<file path="src/rtl/pc_pkg.sv">
// rtl/pc_pkg.sv - shared enums for the program-counter generator
package pc_pkg;

  typedef enum logic [1:0] {
    HC_NONE     = 2'd0,
    HC_OOB      = 2'd1,
    HC_MISALIGN = 2'd2,
    HC_RAS_UFL  = 2'd3
  } halt_cause_e;

  typedef enum logic [1:0] {
    SEL_SEQ  = 2'd0,
    SEL_IMM  = 2'd1,
    SEL_RET  = 2'd2,
    SEL_TRAP = 2'd3
  } sel_e;

endpackage

</file>
<file path="src/rtl/pc_ras.sv">
// rtl/pc_ras.sv - circular return-address stack; a push when full overwrites the oldest entry
module pc_ras
  import pc_pkg::*;
#(
  parameter int XLEN      = 32,
  parameter int RAS_DEPTH = 4
) (
  input  logic            clk,
  input  logic            rstn,
  input  logic            push,
  input  logic            pop,
  input  logic [XLEN-1:0] push_data,
  output logic [XLEN-1:0] top,
  output logic            empty,
  output logic            full
);

  localparam int PW = $clog2(RAS_DEPTH);

  logic [XLEN-1:0] mem [RAS_DEPTH];
  // sp is the next free slot; once full it also points at the oldest entry
  logic [PW-1:0]   sp;
  logic [PW:0]     count;
  logic [PW-1:0]   top_idx;
  logic            do_pop;

  assign top_idx = sp - PW'(1);
  assign top     = mem[top_idx];
  assign empty   = (count == '0);
  assign full    = (count == (PW+1)'(RAS_DEPTH));
  assign do_pop  = pop && !empty;

  always_ff @(posedge clk or negedge rstn) begin
    if (!rstn) begin
      sp    <= '0;
      count <= '0;
    end else if (push && do_pop) begin
      sp    <= sp;
      count <= count;
    end else if (push) begin
      sp <= sp + PW'(1);
      if (!full) count <= count + (PW+1)'(1);
    end else if (do_pop) begin
      sp    <= sp - PW'(1);
      count <= count - (PW+1)'(1);
    end
  end

  // Simultaneous push and pop replaces the top entry in place
  always_ff @(posedge clk) begin
    if (push) mem[do_pop ? top_idx : sp] <= push_data;
  end

endmodule

</file>
<file path="src/rtl/pc_gen.sv">
// rtl/pc_gen.sv - IF-stage program counter with trap/branch/return redirect and sticky fault halt
module pc_gen
  import pc_pkg::*;
#(
  parameter int              XLEN       = 32,
  parameter logic [XLEN-1:0] RESET_VEC  = XLEN'(32'h0100_0000),
  parameter logic [XLEN-1:0] IMEM_BASE  = XLEN'(32'h0100_0000),
  parameter int              IMEM_BYTES = 2048,
  parameter int              RAS_DEPTH  = 4
) (
  input  logic            clk,
  input  logic            rstn,
  input  logic            we,
  input  logic            imm,
  input  logic [XLEN-1:0] imm_addr,
  input  logic            trap,
  input  logic [XLEN-1:0] trap_vec,
  input  logic            call,
  input  logic            ret,
  output logic [XLEN-1:0] instr_addr,
  output logic            halt,
  output logic [1:0]      halt_cause,
  output logic            ras_empty,
  output logic            ras_full
);

  localparam logic [XLEN-1:0] IMEM_LAST = IMEM_BASE + XLEN'(IMEM_BYTES - 4);

  logic [XLEN-1:2] pc;
  logic [XLEN-1:0] seq_addr;
  logic [XLEN-1:0] next_addr;
  logic [XLEN-1:0] ras_top;
  sel_e            sel;
  halt_cause_e     fault_cause;
  halt_cause_e     cause_q;
  logic            adv;
  logic            commit;
  logic            ras_push;
  logic            ras_pop;

  assign instr_addr = {pc, 2'b00};
  assign seq_addr   = instr_addr + XLEN'(4);
  assign halt_cause = cause_q;

  always_comb begin
    sel = SEL_SEQ;
    if (trap)     sel = SEL_TRAP;
    else if (ret) sel = SEL_RET;
    else if (imm) sel = SEL_IMM;
  end

  always_comb begin
    next_addr = seq_addr;
    case (sel)
      SEL_TRAP: next_addr = trap_vec;
      SEL_RET:  next_addr = ras_top;
      SEL_IMM:  next_addr = imm_addr;
      default:  next_addr = seq_addr;
    endcase
  end

  // Fault checks in descending cause priority
  always_comb begin
    fault_cause = HC_NONE;
    if (sel == SEL_RET && ras_empty)
      fault_cause = HC_RAS_UFL;
    else if (next_addr[1:0] != 2'b00)
      fault_cause = HC_MISALIGN;
    else if (next_addr < IMEM_BASE || next_addr > IMEM_LAST)
      fault_cause = HC_OOB;
  end

  assign adv      = we && !halt;
  assign commit   = adv && (fault_cause == HC_NONE);
  assign ras_push = commit && call;
  assign ras_pop  = commit && (sel == SEL_RET);

  always_ff @(posedge clk or negedge rstn) begin
    if (!rstn) begin
      pc      <= RESET_VEC[XLEN-1:2];
      halt    <= 1'b0;
      cause_q <= HC_NONE;
    end else if (adv) begin
      if (fault_cause != HC_NONE) begin
        halt    <= 1'b1;
        cause_q <= fault_cause;
      end else begin
        pc <= next_addr[XLEN-1:2];
      end
    end
  end

  pc_ras #(
    .XLEN      (XLEN),
    .RAS_DEPTH (RAS_DEPTH)
  ) u_ras (
    .clk       (clk),
    .rstn      (rstn),
    .push      (ras_push),
    .pop       (ras_pop),
    .push_data (seq_addr),
    .top       (ras_top),
    .empty     (ras_empty),
    .full      (ras_full)
  );

endmodule

</file>
<file path="config.mk">
export PLATFORM = sky130hd
export DESIGN_NAME = pc_gen
export DESIGN_NICKNAME = d
export VERILOG_FILES = /design/src/rtl/pc_pkg.sv /design/src/rtl/pc_ras.sv /design/src/rtl/pc_gen.sv
export SDC_FILE = /design/constraint.sdc
export NUM_CORES = 1
export LEC_CHECK = 0
export CORE_MARGIN = 5
export CORE_UTILIZATION = 54
export DETAILED_ROUTE_END_ITERATION = 10
export HOLD_SLACK_MARGIN = 0.12
export PLACE_DENSITY = 0.79
export SKIP_CTS_REPAIR_TIMING = 1
export SYNTH_ARGS = -nofsm -noshare
export SYNTH_HDL_FRONTEND = slang
export SYNTH_SLANG_ARGS = --single-unit
</file>
<file path="constraint.sdc">
create_clock -name clk -period 4.7 [get_ports clk]
set_input_delay 0.94 -clock clk [delete_from_list [all_inputs] [get_ports clk]]
set_output_delay 0.94 -clock clk [all_outputs]
set_load 0.02 [all_outputs]
</file>
==> results, run 1 <==
- The achievable frequency is about 250 MHz.
- The count of nets after finishing is 740.
- The total net switching power is 0.618 mW.
- The clock-pin slew on the worst setup and hold paths is roughly 0.06 ns.
- The count of antenna-violating nets left after detailed routing is 0.
- In the final layout, the share of cells above drive strength 1 is 15.3%.
- Synthesis produced approximately 540 cells.
- Dividing the synthesized area by the synthesized cell count gives approximately 14 um^2.
- The initial antenna violation count came to 0.
- The total count of max-transition violations in the final report is 0.
- Clock tree synthesis inserted a total of 17 buffers.
- The most common library cell in the layout ignoring fill and taps is sky130_fd_sc_hd__edfxtp_1.
- After the first detailed-routing iteration, the DRC count stood at between 500 and 600.
- Counting flops with a built-in enable in the synthesized netlist gives 120.
- The via count of the first global-routing pass is ~5300.
- The master cell of the clock root buffer is sky130_fd_sc_hd__clkbuf_16.
- The clock drives 158 sinks.
- The critical path in this run is classified as in -> reg.
- The portion of synthesized cell area occupied by the leading cell type is between 40% and 50%.
- The flow ran to the end, and the final reports show no timing, DRC or antenna violations.
- The share of flip-flops with an asynchronous set or reset is roughly 24%.
- Of the total power, combinational logic draws about 5.4%.
- Sequential cells burn 51.2% of the power.
- The floorplan has 42 rows.
- TritonCTS built the clock tree.
- The power density relative to cell area is 316 nW/um^2.
- The core region area is around 13000 um^2.
- The register-to-register path setup slack is 0.74 ns.
- The number of antenna cells inserted is 0.
- The total negative slack for setup checks is 0 ns.
- Once detailed placement completed, the half-perimeter wirelength came to between 10000 and 15000 um.
- The total wirelength of the detailed-routed design is around 20000 um.
- The number of optimization iterations in the first detailed-route pass is 6.
- The pin count of the biggest net entering global routing is 39.
- Synthesis inferred 158 register bits.
- Summing every instance area after synthesis gives about 7300 um^2.
- The tool flagged a number of max-cap violations equal to 0.
- The H-tree was split into 4 levels.
- The internal portion of the total power is 2.29 mW.
- Setup repair after global routing left no endpoint under its margin.
- The source of the worst register-to-register timing path is pc[2].
- The worst setup path is captured at a register.
- After global routing the overflow that remains totals 0.
- At the later pin of the worst-skew pair, clock insertion delay measures 0.43 ns.
- In this run, distinct cell masters in the synthesized netlist total 68.
- Tracing the worst setup path back leads to its startpoint at ret.
- Dividing the detail-routed wire length by the instance count gives about 23 um.
- In this run the worst setup path terminates at u_ras.count[2].
- The worst-margin pin slew is just under 1 ns.
- The width of the chip is 127 um.
- The Yosys warning count is 0.
- The first-pass GRT wire length is 30500 um.
- The cell type with the highest aggregate area in the netlist is sky130_fd_sc_hd__edfxtp_1.
- The final estimated routing congestion in global placement is about 0.93.
- The port buffer count is between 100 and 150.
- Dividing the detail-routed via count by the number of cells gives approximately 6.2.
- The critical path data arrival time is between 4 and 5 ns.
- The clock network burns about 43% of the power.
- The overall power consumption is roughly 2.9 mW.
- Measured against its own limit, the worst slew margin works out to 34.6%.
- The post-layout minimum cycle time is 4.02 ns.
- The clock tree buffer depth is 2.
- The leakage power figure is around 3.3 nW.
- The maximum net fanout on the critical path is 10.
- In the routed design, unresolved DRC markers number 0.
- In this run the vertical extent of the chip is roughly 130 um.
- The final cycle utilization of the critical path is a little under nine tenths.
- Summing the sequential cell areas from Yosys gives 62.1% of the chip area.
- The min-delay analysis places its worst path in the category reg -> reg.
- Leaving out fill and tap cells, the most frequent cells in the layout are sky130_fd_sc_hd__edfxtp_1 (120), sky130_fd_sc_hd__clkdlybuf4s50_1 (103), sky130_fd_sc_hd__dfrtp_1 (37).
- The total track usage is 25.4%.
- The worst register-to-register path ends at u_ras.count[2].
- The total via count in the routed design is 5290.
- Setup violations remaining at the end of the flow were counted as 0.
- After synthesis, the cell types taking the most area are sky130_fd_sc_hd__edfxtp_1 (49%), sky130_fd_sc_hd__dfrtp_1 (13%), sky130_fd_sc_hd__mux4_2 (5.8%).
- In the synthesized netlist the dominant register cell turns out to be sky130_fd_sc_hd__edfxtp_1.
- Once the floorplan was initialized, standard cells occupied between 50% and 60% of the core.
- The total count of hold-check failures in the final report is 0.
- STA classifies the critical path startpoint as an input port.
- The worst-case vdd ir drop is between 200 and 250 uV.
- The critical path required time is 5.05 ns.
- The I/O pin count is 108.
- The floorplan step defined a die boundary enclosing between 15000 and 20000 um^2.
- The proportion of total power due to net switching is about a fifth.
- Measured in cells, the most critical reg-to-reg path has a length of 13.
- The worst-case clock skew is about 0.0065 ns.
- From synthesis to final layout, the design area changed by 25.8%.
[synth_stat cells, types with 6 or more instances]
master / instances
sky130_fd_sc_hd__edfxtp_1: 120
sky130_fd_sc_hd__dfrtp_1: 37
sky130_fd_sc_hd__nand2_1: 31
sky130_fd_sc_hd__nor2_1: 31
sky130_fd_sc_hd__o21ai_0: 24
sky130_fd_sc_hd__xnor2_1: 20
sky130_fd_sc_hd__mux4_2: 19
sky130_fd_sc_hd__nor3_1: 18
sky130_fd_sc_hd__inv_1: 17
sky130_fd_sc_hd__nor2b_1: 17
sky130_fd_sc_hd__mux2_2: 16
sky130_fd_sc_hd__nand3_1: 15
sky130_fd_sc_hd__clkbuf_1: 12
sky130_fd_sc_hd__o22ai_1: 11
sky130_fd_sc_hd__xor2_1: 11
sky130_fd_sc_hd__a21oi_1: 9
sky130_fd_sc_hd__nor4_1: 9
sky130_fd_sc_hd__buf_2: 8
sky130_fd_sc_hd__and2_1: 7
sky130_fd_sc_hd__mux2i_1: 6
sky130_fd_sc_hd__nand2b_1: 6
sky130_fd_sc_hd__nand4_1: 6
sky130_fd_sc_hd__or3_1: 6
[final cells by class]
class | instances | area, um^2
clock inverters | 15 | 123
inverters | 18 | 67.6
flip-flops and latches | 158 | 4560
well taps | 176 | 220
fillers | 906 | 4070
clock buffers | 17 | 425
repair buffers | 130 | 1240
multi-input cells | 342 | 2600
[metrics by stage]
| step | hold WS, ns | util [%] | area (um^2) | worst slack (ns) | std cells |
|---|---|---|---|---|---|
| CTS | 0.499 | 69.4 | 9230 | 0.741 | 856 |
| detailed placement | 0.485 | 65.3 | 8680 | 0.300 | 824 |
| global placement | 0.483 | 65.3 | 8680 | 0.413 | 824 |
| floorplan | 0.456 | - | 7340 | 0.537 | 544 |
| finish | 0.505 | 69.4 | 9230 | 0.682 | 856 |
| global route | 0.536 | 69.4 | 9230 | 0.370 | 856 |
[registers in the layout, summed over array words and instances, names as in the netlist]
register     cells
pc              30
halt_cause       2
halt             1
u_ras.sp         2
u_ras.mem      120
u_ras.count      3
[kinds of logic after synthesis]
family / after synthesis / synth area share, %
AND/OR/NAND/NOR: 180 / 13.9
buffers and inverters: 44 / 2.59
AO/OA/AOI/OAI: 86 / 8.13
multiplexers: 41 / 9.10
XOR/XNOR: 31 / 3.70
adder cells (fa/ha/maj): 2 / 0.443
flip-flops: 158 / 62.1
other: 1 / 0.0511
[routing by layer]
| layer | part of all wire, % | up-vias | global-route usage, % |
|---|---|---|---|
| met5 | 0 | - | 0 |
| met4 | 2.9 | 0 | 9.46 |
| met3 | 9.9 | 46 | 4.88 |
| met2 | 47 | 344 | 41.0 |
| met1 | 40 | 2563 | 34.5 |
| li1 | - | 2337 | - |
[power groups by stage]
stage               sequential, mW  combinational, mW  clock, mW
finish                        1.49              0.158       1.26
global route                  1.49              0.168       1.34
CTS                           1.49              0.157       1.28
detailed placement            1.52              0.155          0
global placement              1.52              0.153          0
floorplan                     1.52             0.0564          0
[worst min-delay path by stage]
stage	startpoint	end	slack (ns)	cells after the start
floorplan	u_ras.count[2]	u_ras.count[2]	0.46	1
global placement	u_ras.count[2]	u_ras.count[2]	0.48	1
detailed placement	u_ras.count[2]	u_ras.count[2]	0.49	1
CTS	u_ras.count[2]	u_ras.count[2]	0.50	1
global route	u_ras.count[2]	u_ras.count[2]	0.54	1
finish	u_ras.count[2]	u_ras.count[2]	0.51	1
[worst max-delay path, stage by stage]
cell and delay, ns:
sky130_fd_sc_hd__clkdlybuf4s50_1 0.53, sky130_fd_sc_hd__nand2b_1 0.36, sky130_fd_sc_hd__or3_1 0.40, sky130_fd_sc_hd__o221ai_1 0.10, sky130_fd_sc_hd__a21oi_1 0.08, sky130_fd_sc_hd__a2111oi_2 0.38
sky130_fd_sc_hd__nand4_2 0.17, sky130_fd_sc_hd__nor3_1 0.31, sky130_fd_sc_hd__nand2_1 0.12, sky130_fd_sc_hd__fa_1 0.40, sky130_fd_sc_hd__xor2_1 0.15, sky130_fd_sc_hd__nor4_1 0.25
sky130_fd_sc_hd__xor2_1 0.18
No activity file was read; power rests on OpenSTA's default activity.
==> inputs of run 2 (changes only) <==
--- a/config.mk
+++ b/config.mk
@@ -6,10 +6,11 @@
 export NUM_CORES = 1
 export LEC_CHECK = 0
 export CORE_MARGIN = 5
-export CORE_UTILIZATION = 54
+export CORE_UTILIZATION = 45
 export DETAILED_ROUTE_END_ITERATION = 10
 export HOLD_SLACK_MARGIN = 0.12
-export PLACE_DENSITY = 0.79
+export PLACE_DENSITY = 0.68
+export REMOVE_ABC_BUFFERS = 1
 export SKIP_CTS_REPAIR_TIMING = 1
 export SYNTH_ARGS = -nofsm -noshare
 export SYNTH_HDL_FRONTEND = slang
==> run 2 against run 1 <==
Effect of this change:
- hold slack improved by 0.0073 ns
- final cell count rose by 4.6%
- clock-buffer cell count rose by 2
- power rose by 0.11%
- flip-flop and latch count did not move
- critical path type unchanged
==> results, run 2 (synthesis gave the netlist of run 1 again) <==
- TritonCTS built the clock tree.
- For this design the ratio of total power to cell area is between 300 and 400 nW/um^2.
- The total CTS buffers is 17.
- The first TritonRoute pass finished after 5 iterations.
- The H-tree generated during clock tree synthesis spans 4 levels.
- The area of the multi-input gates is ~2600 um^2.
- The critical path is of the in -> reg type.
- In this run the critical register-to-register path is launched from u_ras.sp[1].
- The critical path data arrival time is approximately 4.6 ns.
- Clock skew on the completed layout was measured at 0.00922 ns.
- The placed instances occupy a cell area of around 9000 um^2.
- Entering global routing, the biggest net connects 39 pins.
- The worst slew margin relative to its limit is 39.4%.
- The critical path required time is between 5 and 6 ns.
- Summing internal, switching and leakage power gives approximately 3 mW.
- The final instance area is between 9000 and 10000 um^2.
- The clock-pin slew on the worst setup and hold paths is roughly 0.060 ns.
- The endpoint of the worst register-to-register path is u_ras.count[2].
- The remaining design rule violation count is 0.
- The total wirelength of the detailed-routed design is 20000 um.
- The register with the most flip-flops in the layout has 120 of them.
- The kind of path behind the tightest hold check is reg -> reg.
- Counting flops per register, the top entry is u_ras.mem.
- Global routing used 21.8% of the available tracks.
- The repair_antennas step left the layout with diodes totalling 0.
- The worst hold path begins at u_ras.count[2].
- The area occupied by registers is 4560 um^2.
- The total negative slack for setup checks is 0 ns.
- The most common library cell in the layout ignoring fill and taps is sky130_fd_sc_hd__edfxtp_1.
- After layout, the minimum clock period comes to between 4 and 5 ns.
- In this run the horizontal extent of the chip is between 100 and 150 um.
- The total count of max-transition violations in the final report came to 0.
- The tightest hold path in the finished design has a slack of about 0.5 ns.
- The port buffer count is ~110.
- The final estimated routing congestion in global placement is between 0.8 and 0.9.
- The synthesis-to-layout area growth is 26.9%.
- The top cell types in the final layout, fill and taps aside, are sky130_fd_sc_hd__edfxtp_1 (120), sky130_fd_sc_hd__clkdlybuf4s50_1 (103), sky130_fd_sc_hd__dfrtp_1 (37).
- Setup repair after global routing left no endpoint under its margin.
- The number of vias per cell after detailed routing is around 5.8.
- The initial antenna violation count came to 0.
- In the final layout, the registers with the most flip-flops are u_ras.mem x120, pc x30, u_ras.count x3.
- For this block, the via count after detailed routing is ~5200.
- The count of standard-cell rows is 46.
- The I/O pin count is approximately 110.
- Fill cells in the final layout number between 1000 and 1500.
- The number of maximum-capacitance violations is 0.
- The type of element launching the critical path is an input port.
- The total of endpoints with negative setup slack in the final report is 0.
- The worst-case vdd ir drop is ~240 uV.
- The leakage power figure is 3.34 nW.
- The first-pass GRT wire length is between 30000 and 40000 um.
- The flow ran to the end, and the final reports show no timing, DRC or antenna violations.
- In this run, the number of DRC markers left after iteration 0 of detailed routing was between 400 and 500.
- The minimum setup slack after placement is approximately 0.14 ns.
- CTS saw 158 sinks.
- At the pin with the least slew margin, the transition time is around 0.9 ns.
- The master cell of the clock root buffer is sky130_fd_sc_hd__clkbuf_16.
- The endpoint kind of the worst setup timing path is a register.
- The post-route netlist has between 10% and 20% of its cells at a drive strength greater than 1.
- Setup slack on the worst reg-to-reg path comes out at ~0.64 ns.
- Summed over all layers, the global routing overflow is 0.
- Setup slack closes at 0.487 ns.
- The via count of the first global-routing pass is approximately 5300.
- For hold timing, the worst endpoint is u_ras.count[2].
- The longest clock path from root to sink contains 2 buffers.
- For the worst flop-to-flop path, the logic depth is 13.
- For this configuration, the core starts out at a cell density of between 40% and 50%.
- Counting instances, the worst hold path has a depth of 1.
- After layout, the worst path uses between 80% and 90% of the clock period.
- The average detailed-routed wire length per instance is between 20 and 25 um.
- In this run the vertical extent of the chip is 138 um.
- The count of antenna-violating nets left after detailed routing is 0.
- Derived from the worst setup path, the maximum achievable clock frequency is ~240 MHz.
- The total area inside the core boundary comes to between 15000 and 20000 um^2.
- For the worst-skew pair, the clock arrives at the later sink with an insertion delay of 0.42 ns.
- The total count of hold-check failures in the final report is 0.
- The maximum net fanout on the critical path is 12.
- The final layout contains 739 nets.
- The floorplan die area is about 19000 um^2.
- The HPWL after detailed placement is 14400 um.
run 2: changes by cell type in the layout (fill, tap and decap cells not counted), sizes merged:
cell | before | now
clkinvlp | 6 | 3
buf | 27 | 26
clkinv | 7 | 9
clkbuf | 17 | 19
inv | 19 | 18
run 2: metal layers:
metal / vias to the layer above / global-route usage [%] / wire (um)
met5: - / 0 / 0
met4: 0 / 7.03 / 334
met3: 24 / 6.03 / 1860
met2: 275 / 35.2 / 9640
met1: 2592 / 28.6 / 8190
li1: 2335 / - / -
run 2: worst max-delay path, stage by stage:
cell and delay (ns):
sky130_fd_sc_hd__clkdlybuf4s50_1 0.55, sky130_fd_sc_hd__nand2b_1 0.30, sky130_fd_sc_hd__o22ai_1 0.28, sky130_fd_sc_hd__o21ai_0 0.17, sky130_fd_sc_hd__or3_1 0.38, sky130_fd_sc_hd__o22ai_1 0.36, sky130_fd_sc_hd__nand3_1 0.19, sky130_fd_sc_hd__nor3_1 0.28
sky130_fd_sc_hd__nand2_1 0.12, sky130_fd_sc_hd__fa_1 0.40, sky130_fd_sc_hd__xor2_1 0.15, sky130_fd_sc_hd__nor4_1 0.24, sky130_fd_sc_hd__xor2_1 0.18
run 2: report_power, final:
group | total (mW) | switching, mW | leakage [nW] | internal (mW)
registers | 1.49 | 0.00232 | 1.55 | 1.49
logic | 0.159 | 0.0757 | 1.53 | 0.0837
clock network | 1.27 | 0.535 | 0.260 | 0.730
total | 2.92 | 0.614 | 3.34 | 2.30
run 2: through the flow:
stage | util, % | cells
2_1_floorplan | - | 518
3_3_place_gp | 55.0 | 863
3_5_place_dp | 55.0 | 863
6_report | 58.4 | 895
5_1_grt | 58.4 | 895
4_1_cts | 58.4 | 895
run 2: worst max-delay path by stage:
stage,from,to,slack [ns]
3_5_place_dp,imm,u_ras.count[2],0.14
2_1_floorplan,u_ras.sp[0],u_ras.mem[0][10],0.41
3_3_place_gp,imm,u_ras.count[2],0.38
4_1_cts,imm,u_ras.count[2],0.58
6_report,imm,u_ras.count[2],0.49
5_1_grt,imm,u_ras.count[2],0.25
run 2: layout make-up:
class | count | share of cell area [%]
Sequential cell | 158 | 48.9
Multi-Input combinational cell | 342 | 27.9
Timing Repair Buffer | 129 | 13.6
Clock buffer | 19 | 4.65
Tap cell | 216 | 2.90
Clock inverter | 13 | 1.29
Inverter | 18 | 0.725
